### src/rtl/mdio_arbiter_pkg.sv
// Shared definitions for the MDIO arbiter: Clause-22 opcode values, frame
// field positions and the arbiter FSM encoding.
package mdio_arbiter_pkg;

    localparam logic [1:0] OP_WRITE = 2'b01;
    localparam logic [1:0] OP_READ  = 2'b10;

    localparam int OP_MSB   = 29;
    localparam int OP_LSB   = 28;
    localparam int WR_EDGES = 32;

    typedef enum logic [1:0] {
        ST_IDLE  = 2'd0,
        ST_START = 2'd1,
        ST_BUSY  = 2'd2,
        ST_DONE  = 2'd3
    } arb_state_t;

    function automatic logic op_is_legal(input logic [1:0] op);
        return (op == OP_WRITE) || (op == OP_READ);
    endfunction

endpackage

### src/rtl/mdio_rr_pick.sv
// Rotate-priority picker: first set request searching upward from ptr+1,
// wrapping modulo N_REQ. Purely combinational.
module mdio_rr_pick #(
    parameter int N_REQ = 4,
    parameter int IW    = (N_REQ > 1) ? $clog2(N_REQ) : 1
) (
    input  logic [N_REQ-1:0] req,
    input  logic [IW-1:0]    ptr,
    output logic [N_REQ-1:0] gnt,
    output logic [IW-1:0]    idx,
    output logic             any
);

    logic [IW-1:0] cand;

    always_comb begin
        any  = 1'b0;
        idx  = '0;
        cand = '0;
        for (int k = 1; k <= N_REQ; k++) begin
            cand = IW'((int'(ptr) + k) % N_REQ);
            if (!any && req[cand]) begin
                any = 1'b1;
                idx = cand;
            end
        end
    end

    generate
        for (genvar gi = 0; gi < N_REQ; gi++) begin : g_gnt
            assign gnt[gi] = any && (idx == IW'(gi));
        end
    endgenerate

endmodule

### src/rtl/mdio_arbiter.sv
// Round-robin arbiter sharing one MDIO transaction generator between N_REQ
// requesters; tracks frame completion and returns read data or an error.
module mdio_arbiter
    import mdio_arbiter_pkg::*;
#(
    parameter int N_REQ       = 4,
    parameter int TIMEOUT_CYC = 4096
) (
    input  logic                 clk,
    input  logic                 reset,
    input  logic [N_REQ-1:0]     req,
    input  logic [32*N_REQ-1:0]  req_data,
    output logic [N_REQ-1:0]     gnt,
    output logic [N_REQ-1:0]     done,
    output logic [15:0]          rsp_data,
    output logic                 err,
    output logic                 mdio_start,
    output logic [31:0]          t_data,
    input  logic                 mdc,
    input  logic                 data_rdy,
    input  logic [15:0]          rd_data
);

    localparam int IW = (N_REQ > 1) ? $clog2(N_REQ) : 1;
    localparam int TW = $clog2(TIMEOUT_CYC + 1);

    arb_state_t        state_reg, state_next;
    logic [IW-1:0]     ptr_reg, win_idx_reg;
    logic [N_REQ-1:0]  gnt_reg;
    logic [31:0]       t_data_reg;
    logic [15:0]       rsp_data_reg;
    logic              err_flag_reg;
    logic              mdc_q_reg;
    logic [5:0]        edge_cnt_reg;
    logic [TW-1:0]     tmo_cnt_reg;

    logic [N_REQ-1:0]  pick_gnt;
    logic [IW-1:0]     pick_idx;
    logic              pick_any;
    logic [31:0]       frame [N_REQ];
    logic [31:0]       pick_frame;
    logic [1:0]        cur_op;
    logic              mdc_rise, read_done, write_done, timed_out;

    generate
        for (genvar gi = 0; gi < N_REQ; gi++) begin : g_frame
            assign frame[gi] = req_data[32*gi +: 32];
        end
    endgenerate

    mdio_rr_pick #(.N_REQ(N_REQ), .IW(IW)) u_pick (
        .req (req),
        .ptr (ptr_reg),
        .gnt (pick_gnt),
        .idx (pick_idx),
        .any (pick_any)
    );

    assign pick_frame = frame[pick_idx];
    assign cur_op     = t_data_reg[OP_MSB:OP_LSB];
    assign mdc_rise   = mdc & ~mdc_q_reg;
    assign read_done  = data_rdy && (cur_op == OP_READ);
    assign write_done = mdc_rise && (cur_op == OP_WRITE) && (edge_cnt_reg == 6'(WR_EDGES - 1));
    assign timed_out  = (tmo_cnt_reg == TW'(TIMEOUT_CYC - 1));

    always_comb begin
        state_next = state_reg;
        case (state_reg)
            ST_IDLE: begin
                if (pick_any) begin
                    // Illegal opcodes never reach the generator
                    state_next = op_is_legal(pick_frame[OP_MSB:OP_LSB]) ? ST_START : ST_DONE;
                end
            end
            ST_START: state_next = ST_BUSY;
            ST_BUSY: begin
                if (read_done || write_done || timed_out) begin
                    state_next = ST_DONE;
                end
            end
            ST_DONE:  state_next = ST_IDLE;
            default:  state_next = ST_IDLE;
        endcase
    end

    always_ff @(posedge clk) begin
        if (reset) begin
            state_reg    <= ST_IDLE;
            ptr_reg      <= '0;
            win_idx_reg  <= '0;
            gnt_reg      <= '0;
            t_data_reg   <= '0;
            rsp_data_reg <= '0;
            err_flag_reg <= 1'b0;
            mdc_q_reg    <= 1'b0;
            edge_cnt_reg <= '0;
            tmo_cnt_reg  <= '0;
        end else begin
            state_reg <= state_next;
            mdc_q_reg <= mdc;
            case (state_reg)
                ST_IDLE: begin
                    if (pick_any) begin
                        gnt_reg      <= pick_gnt;
                        win_idx_reg  <= pick_idx;
                        t_data_reg   <= pick_frame;
                        rsp_data_reg <= '0;
                        err_flag_reg <= ~op_is_legal(pick_frame[OP_MSB:OP_LSB]);
                    end
                end
                ST_START: begin
                    edge_cnt_reg <= '0;
                    tmo_cnt_reg  <= '0;
                end
                ST_BUSY: begin
                    tmo_cnt_reg <= tmo_cnt_reg + TW'(1);
                    if (mdc_rise) begin
                        edge_cnt_reg <= edge_cnt_reg + 6'd1;
                    end
                    // Completion takes precedence over a coincident timeout
                    if (read_done) begin
                        rsp_data_reg <= rd_data;
                    end else if (!write_done && timed_out) begin
                        err_flag_reg <= 1'b1;
                    end
                end
                ST_DONE: begin
                    ptr_reg <= win_idx_reg;
                    gnt_reg <= '0;
                end
                default: ;
            endcase
        end
    end

    assign gnt        = gnt_reg;
    assign done       = (state_reg == ST_DONE) ? gnt_reg : '0;
    assign err        = (state_reg == ST_DONE) && err_flag_reg;
    assign mdio_start = (state_reg == ST_START);
    assign rsp_data   = rsp_data_reg;
    assign t_data     = t_data_reg;

endmodule

### config.mk
export PLATFORM = sky130hd
export DESIGN_NAME = mdio_arbiter
export DESIGN_NICKNAME = d
export VERILOG_FILES = /design/src/rtl/mdio_arbiter_pkg.sv /design/src/rtl/mdio_rr_pick.sv /design/src/rtl/mdio_arbiter.sv
export SDC_FILE = /design/constraint.sdc
export NUM_CORES = 1
export LEC_CHECK = 0
export CAP_MARGIN = 20
export CORE_MARGIN = 1
export CORE_UTILIZATION = 36
export CTS_CLUSTER_DIAMETER = 30
export DETAILED_ROUTE_END_ITERATION = 12
export PLACE_DENSITY = 0.73
export SYNTH_ARGS = -nofsm -noshare
export SYNTH_HDL_FRONTEND = slang
export SYNTH_SLANG_ARGS = --single-unit
### constraint.sdc
create_clock -name clk -period 4 [get_ports clk]
set_input_delay 0.8 -clock clk [delete_from_list [all_inputs] [get_ports clk]]
set_output_delay 0.8 -clock clk [all_outputs]
set_load 0.01 [all_outputs]
Word-level counts from Yosys, hierarchy flattened
Cells that the tools add are included.
{"block": "word_totals", "regBits": 79, "inputBits": 152, "output_inout_bits": 58, "elab_cells": 109}
{"block": "classes", "n_addsub": 6, "magnitude_cmp": 5, "eq_ne": 18, "mux": 36, "n_bitwise": 4, "reduce_logical": 30}
{"cell": "$bmux W32 S2", "n": 1}
{"cell": "$mux W32", "n": 2}
{"cell": "$mux W16", "n": 2}
{"cell": "$pmux W16 S2", "n": 1}
{"cell": "$pmux W13 S2", "n": 1}
{"cell": "$mux W2", "n": 7}
{"cell": "$add A13 B1 Y13 const B", "n": 1}
{"cell": "$eq A13 B12 Y1 const B", "n": 1}
{"cell": "$eq A2 B2 Y1 const B", "n": 6}
{"cell": "$logic_and A1 B1 Y1", "n": 12}
{"cell": "$lt A2 B3 Y1 const B", "n": 4}
{"cell": "$pmux W6 S2", "n": 1}
{"cell": "$mux W1", "n": 11}
{"cell": "$ne A2 B2 Y1 const B", "n": 5}
{"cell": "$bmux W1 S2", "n": 4}
{"cell": "$eq A2 B1 Y1 const B", "n": 4}
{"cell": "$mux W4", "n": 2}
{"cell": "$pmux W2 S4", "n": 1}
{"cell": "$pmux W4 S2", "n": 1}
{"cell": "$reduce_and A2 Y1", "n": 4}
{"cell": "$add A6 B1 Y6 const B", "n": 1}
{"cell": "$eq A6 B5 Y1 const B", "n": 1}
{"cell": "$mux W6", "n": 1}
{"cell": "$reduce_bool A2 Y1", "n": 3}
{"cell": "other kinds (13)", "n": 22}

Logic depth before layout (Yosys ltp)
{"block": "logic_depth", "depth_word": 22, "depth_mapped": 11, "ltp_nobuf": 8}

Hierarchy
Synthesis repeated with hierarchy kept, for this count alone.
{"block": "unflattened", "cells_unflattened": 462, "area_unflattened_um2": 4105.2}
{"module": "mdio_arbiter", "instances": 1, "cells_per_inst": 435, "area_per_inst_um2": 3946.3, "seq_area_each_um2": 1581.5}
{"module": "mdio_rr_pick", "instances": 1, "cells_per_inst": 27, "area_per_inst_um2": 158.9, "seq_area_each_um2": 0.0}

Worst setup path before layout
No wires, ideal clock.
{"block": "synth_timing", "path_kind": "input -> register", "start": "in req[3]", "end": "reg t_data_reg[12], in the netlist t_data[12]", "setup_ns": 0.137, "arrival_time_ns": 2.336, "path_slack_ns": 1.526, "path_stages": 9, "n_path_buf": 3, "cell_sequence": "buf_2 -> and3b_1 -> or4_4 -> buf_6 -> buf_2 -> nand2_1 -> a21oi_1 -> a221oi_2 -> a211oi_1"}
{"block": "synth_via", "elab_chain_cells": 16, "word_cells_on_any_way": 27, "cone_classes": "mux (19); bitwise (1); reduce/logical (7)"}
{"item": "start: declaration", "line_no": "mdio_arbiter.sv:11", "text": "input logic [N_REQ-1:0] req,"}
{"item": "$bmux W1 S2", "line_no": "mdio_rr_pick.sv:22", "text": "if (!any && req[cand]) begin"}
{"item": "$mux W1 (not written as such)", "line_no": "mdio_rr_pick.sv:22"}
{"item": "$mux W1", "line_no": "mdio_rr_pick.sv:22"}
{"item": "$logic_not A1 Y1", "line_no": "mdio_rr_pick.sv:22"}
{"item": "$logic_and A1 B1 Y1", "line_no": "mdio_rr_pick.sv:22"}
{"item": "$mux W1", "line_no": "mdio_rr_pick.sv:22"}
{"item": "$logic_not A1 Y1", "line_no": "mdio_rr_pick.sv:22"}
{"item": "$logic_and A1 B1 Y1", "line_no": "mdio_rr_pick.sv:22"}
{"item": "$mux W1", "line_no": "mdio_rr_pick.sv:22"}
{"item": "$logic_not A1 Y1", "line_no": "mdio_rr_pick.sv:22"}
{"item": "$logic_and A1 B1 Y1", "line_no": "mdio_rr_pick.sv:22"}
{"item": "$mux W2", "line_no": "mdio_rr_pick.sv:22"}
{"item": "$not A2 Y3 (not written as such)", "line_no": "mdio_arbiter.sv:59", "text": "assign pick_frame = frame[pick_idx];"}
{"item": "$bmux W32 S2", "line_no": "mdio_arbiter.sv:59"}
{"item": "$mux W32 (not written as such) (2 in series)", "line_no": "mdio_arbiter.sv:59"}
{"item": "end signal: assignment", "line_no": "mdio_arbiter.sv:106", "text": "t_data_reg <= pick_frame;"}
{"item": "end: declaration", "line_no": "mdio_arbiter.sv:30", "text": "logic [31:0] t_data_reg;"}
Several ways; a longest one is shown, not always the timed one. The select of a mux whose other input is x is not followed.
A chain may end at the register's enable or synchronous reset.

Worst setup path after layout
{"block": "layout_timing", "start": "in req[3]", "end": "reg t_data_reg[6], in the netlist t_data[6]"}
Same word-level chain as after synthesis.

==> results.ini <==
[floorplanning]
start_util=0.378
die_w_um=110
io_pins=210
dieHeight_um=110
floorplan.rows=38
die_area_um2=12100
core-area_um2=11100

[timing]
layout_worst_path_cycle_share=0.718
setup-tns-final_ns=0
hold_viol_final=0
transition_time_at_the_pin_with_the_least_slew_margin_ns=0.943
rsz0062_at_grt=no
timing.fmax_mhz=348
finalClockSkew_ns=0.00922
final_max_slew_viols=0
finalCriticalPeriod_ns=2.87
max_slew_margin=0.369
setup_viol_count_final=0
post_layout_worst_setup_margin_ns=1.13

[drt]
detail_route.first_pass.iterations=7
vias=4507
drt.antenna.violating_nets=0
drt_iter0_drc=276
routed_wl_um=13500
post_drt_wl_per_cell_um=15.7
remaining_drcs=0
avgViaCountPerCell=5.24

[worst_setup_path]
number_of_buffers_and_inverters_on_the_critical_path=1
worstSetupPathType=input port to flip-flop
critical_path.max_stage_delay_ns=0.71
critPathSlowestCell=sky130_fd_sc_hd__or4_4
worst_path_dominant_cell_family=simple AND/OR/NAND/NOR gates
startpoint_type=input port
worst-path-max-fanout=32
critical_path.cell_chain=clkdlybuf4s50_1 -> and3b_1 -> or4_4 -> nor2_2 -> a222oi_1 -> a211oi_1
required_ns=4.25
crit_path_end_kind=flip-flop
cp_data_arrival_time_ns=3.12
worst_reg_to_reg_setup_slack_ns=1.45

[clock_network]
clkSinkCount=79
postCtsSetupBuffers=0
htree_levels=3
cts_made_buffers=9
clock_tree_from_tritoncts=yes
postCtsHoldBufs=0
clock_transition_at_the_registers_of_the_reported_paths_ns=0.06
insertion_delay_ns=0.34
post_cts_resize_count=0
clk_root_buffer_cell=sky130_fd_sc_hd__clkbuf_16
max-clock-path-buffers=2

[yosys]
netlist.top_cell.by_area=sky130_fd_sc_hd__dfxtp_1
postSynthRegisterBits=79
syn-mean-instance-area_um2=7.91
syn-cell-area_um2=4180
count_of_flip_flops_with_a_built_in_enable_after_synthesis=0
synth_common_cells=sky130_fd_sc_hd__nand2_1 (99), sky130_fd_sc_hd__dfxtp_1 (79), sky130_fd_sc_hd__nor2_1 (68)
netlist.area_leader.share=0.378
mappedNetlistNets=688
synth-main-ff-cell=sky130_fd_sc_hd__dfxtp_1
async_reset_ff_frac=0
synth_top_cells_by_area=sky130_fd_sc_hd__dfxtp_1 (38%), sky130_fd_sc_hd__nand2_1 (8.9%), sky130_fd_sc_hd__nor2_1 (6.1%)
synth_cells=529
yosys_warnings=0
synth_sequential_area_ratio=0.378
synthDistinctLibCells=48
post-synth-top-count-cell=sky130_fd_sc_hd__nand2_1

[grt]
grt_max_degree=63
vias_in_the_first_global_route=4370
globalRoute.totalOverflow=0
antenna_found_initial=0
grt_pass1_wl_um=20400
grtUsageTotal=0.220

[layout]
n_antenna_cell=0
finish.net_count=874
area_growth_syn_to_layout_pct=57.5
layout-drive-gt1-share=0.0639
finish.cell_count_without_fillers=860
largest_register_ff_count=32
layout.cell_area.non_filler_um2=6590

[worst_hold_path]
worstHoldPathType=flip-flop to flip-flop

[placement]
post-place-ws_ns=0.766
io_buffer_count=209
place.detailed.hpwl_um=10200
post-place-cells=844
gp_congestion=0.890
postPlaceCellArea_um2=6300

[status]
run_status=finished clean

[power_and_ir_drop]
power_mw=3.30
leakagePower_nw=2.46
pwr_density_cell_nw_per_um2=501
worst_ir_drop_vdd_v=0.000313

[flow_run]
drv_cap=0

-- through the flow --
| stage | hold slack (ns) | util |
|---|---|---|
| finish | 0.454 | 0.595 |
| global placement | 0.441 | 0.569 |
| global route | 0.474 | 0.595 |
| CTS | 0.456 | 0.595 |
| floorplan | 0.436 | - |
| detailed placement | 0.447 | 0.569 |
-- worst paths after layout --
check | start | cells after the start | end
min reg2reg | rsp_data[5]$_SDFFE_PP0P_ | 2 | rsp_data[5]$_SDFFE_PP0P_
min | rsp_data[5]$_SDFFE_PP0P_ | 2 | rsp_data[5]$_SDFFE_PP0P_
max reg2reg | state_reg[0]$_SDFFE_PP0P_ | 7 | rsp_data[14]$_SDFFE_PP0P_
max | req[3] | 6 | t_data[6]$_SDFFE_PP0P_
-- where the power goes --
group	total [mW]	switching, mW	internal (mW)
sequential	1.08	0.113	0.971
combinational	1.42	0.740	0.682
clock	0.794	0.358	0.436
-- metal layers --
layer	up-vias	part of all wire	wire, um	track usage
li1	2247	-	-	-
met1	2038	0.38	5150	0.231
met2	203	0.51	6850	0.406
met3	19	0.091	1230	0.0741
met4	0	0.021	282	0.0762
met5	-	0	0	0
-- layout make-up --
type | instances | area [um^2]
Clock buffer | 9 | 225
Clock inverter | 7 | 62.6
Fill cell | 983 | 4490
Inverter | 7 | 26.3
Multi-Input combinational cell | 401 | 2370
Sequential cell | 79 | 1580
Tap cell | 140 | 175
Timing Repair Buffer | 217 | 2150
-- layout by cell type, fill, tap and decap left out, types with 2 or more instances in the layout --
cell type                         Yosys  final
sky130_fd_sc_hd__a221oi_1            14     14
sky130_fd_sc_hd__nor2b_1              5      5
sky130_fd_sc_hd__clkbuf_16            0      9
sky130_fd_sc_hd__nor3_1               5      5
sky130_fd_sc_hd__xor2_1              10     10
sky130_fd_sc_hd__nand3_1             26     26
sky130_fd_sc_hd__nand4_1              4      4
sky130_fd_sc_hd__a222oi_1             6      6
sky130_fd_sc_hd__o21a_1               2      2
sky130_fd_sc_hd__a211oi_1            30     30
sky130_fd_sc_hd__a21oi_1             50     50
sky130_fd_sc_hd__a2bb2oi_1            2      2
sky130_fd_sc_hd__and3_1               3      3
sky130_fd_sc_hd__nand2b_1             4      4
sky130_fd_sc_hd__inv_6                0      5
sky130_fd_sc_hd__clkdlybuf4s50_1      0    208
sky130_fd_sc_hd__nand2_1             99     99
sky130_fd_sc_hd__xnor2_1              5      5
sky130_fd_sc_hd__o21ai_1              3      3
sky130_fd_sc_hd__mux2_2               2      2
sky130_fd_sc_hd__nor2_1              68     67
sky130_fd_sc_hd__a221oi_2            10     10
sky130_fd_sc_hd__ha_1                 7      7
sky130_fd_sc_hd__mux2i_1             10     10
sky130_fd_sc_hd__buf_4                1      8
sky130_fd_sc_hd__o21ai_0              7      7
sky130_fd_sc_hd__and2_1               7      7
sky130_fd_sc_hd__a22oi_1              3      3
sky130_fd_sc_hd__dfxtp_1             79     79
sky130_fd_sc_hd__nor3b_1              2      2
sky130_fd_sc_hd__o211ai_1             2      2
sky130_fd_sc_hd__inv_1                7      7
-- worst reg2reg max path, stage by stage (launching register included) --
cell	delay, ns
sky130_fd_sc_hd__dfxtp_1	0.38
sky130_fd_sc_hd__inv_1	0.10
sky130_fd_sc_hd__ha_1	0.48
sky130_fd_sc_hd__o21ai_0	0.25
sky130_fd_sc_hd__o21ai_0	0.15
sky130_fd_sc_hd__nor2_1	0.75
sky130_fd_sc_hd__nand3_1	0.17
sky130_fd_sc_hd__a21oi_1	0.20
-- cell families after synthesis --
kind of cell	Yosys count	share of synthesized area
xor gates and xnor gates	15	0.0314
and+or+nand+nor	232	0.246
adders and majority gates	7	0.0209
muxes	12	0.0293
DFF	79	0.378
buffers and inverters	49	0.0574
AOI/OAI and AO/OA	135	0.237
(Power assumes the default switching activity.)
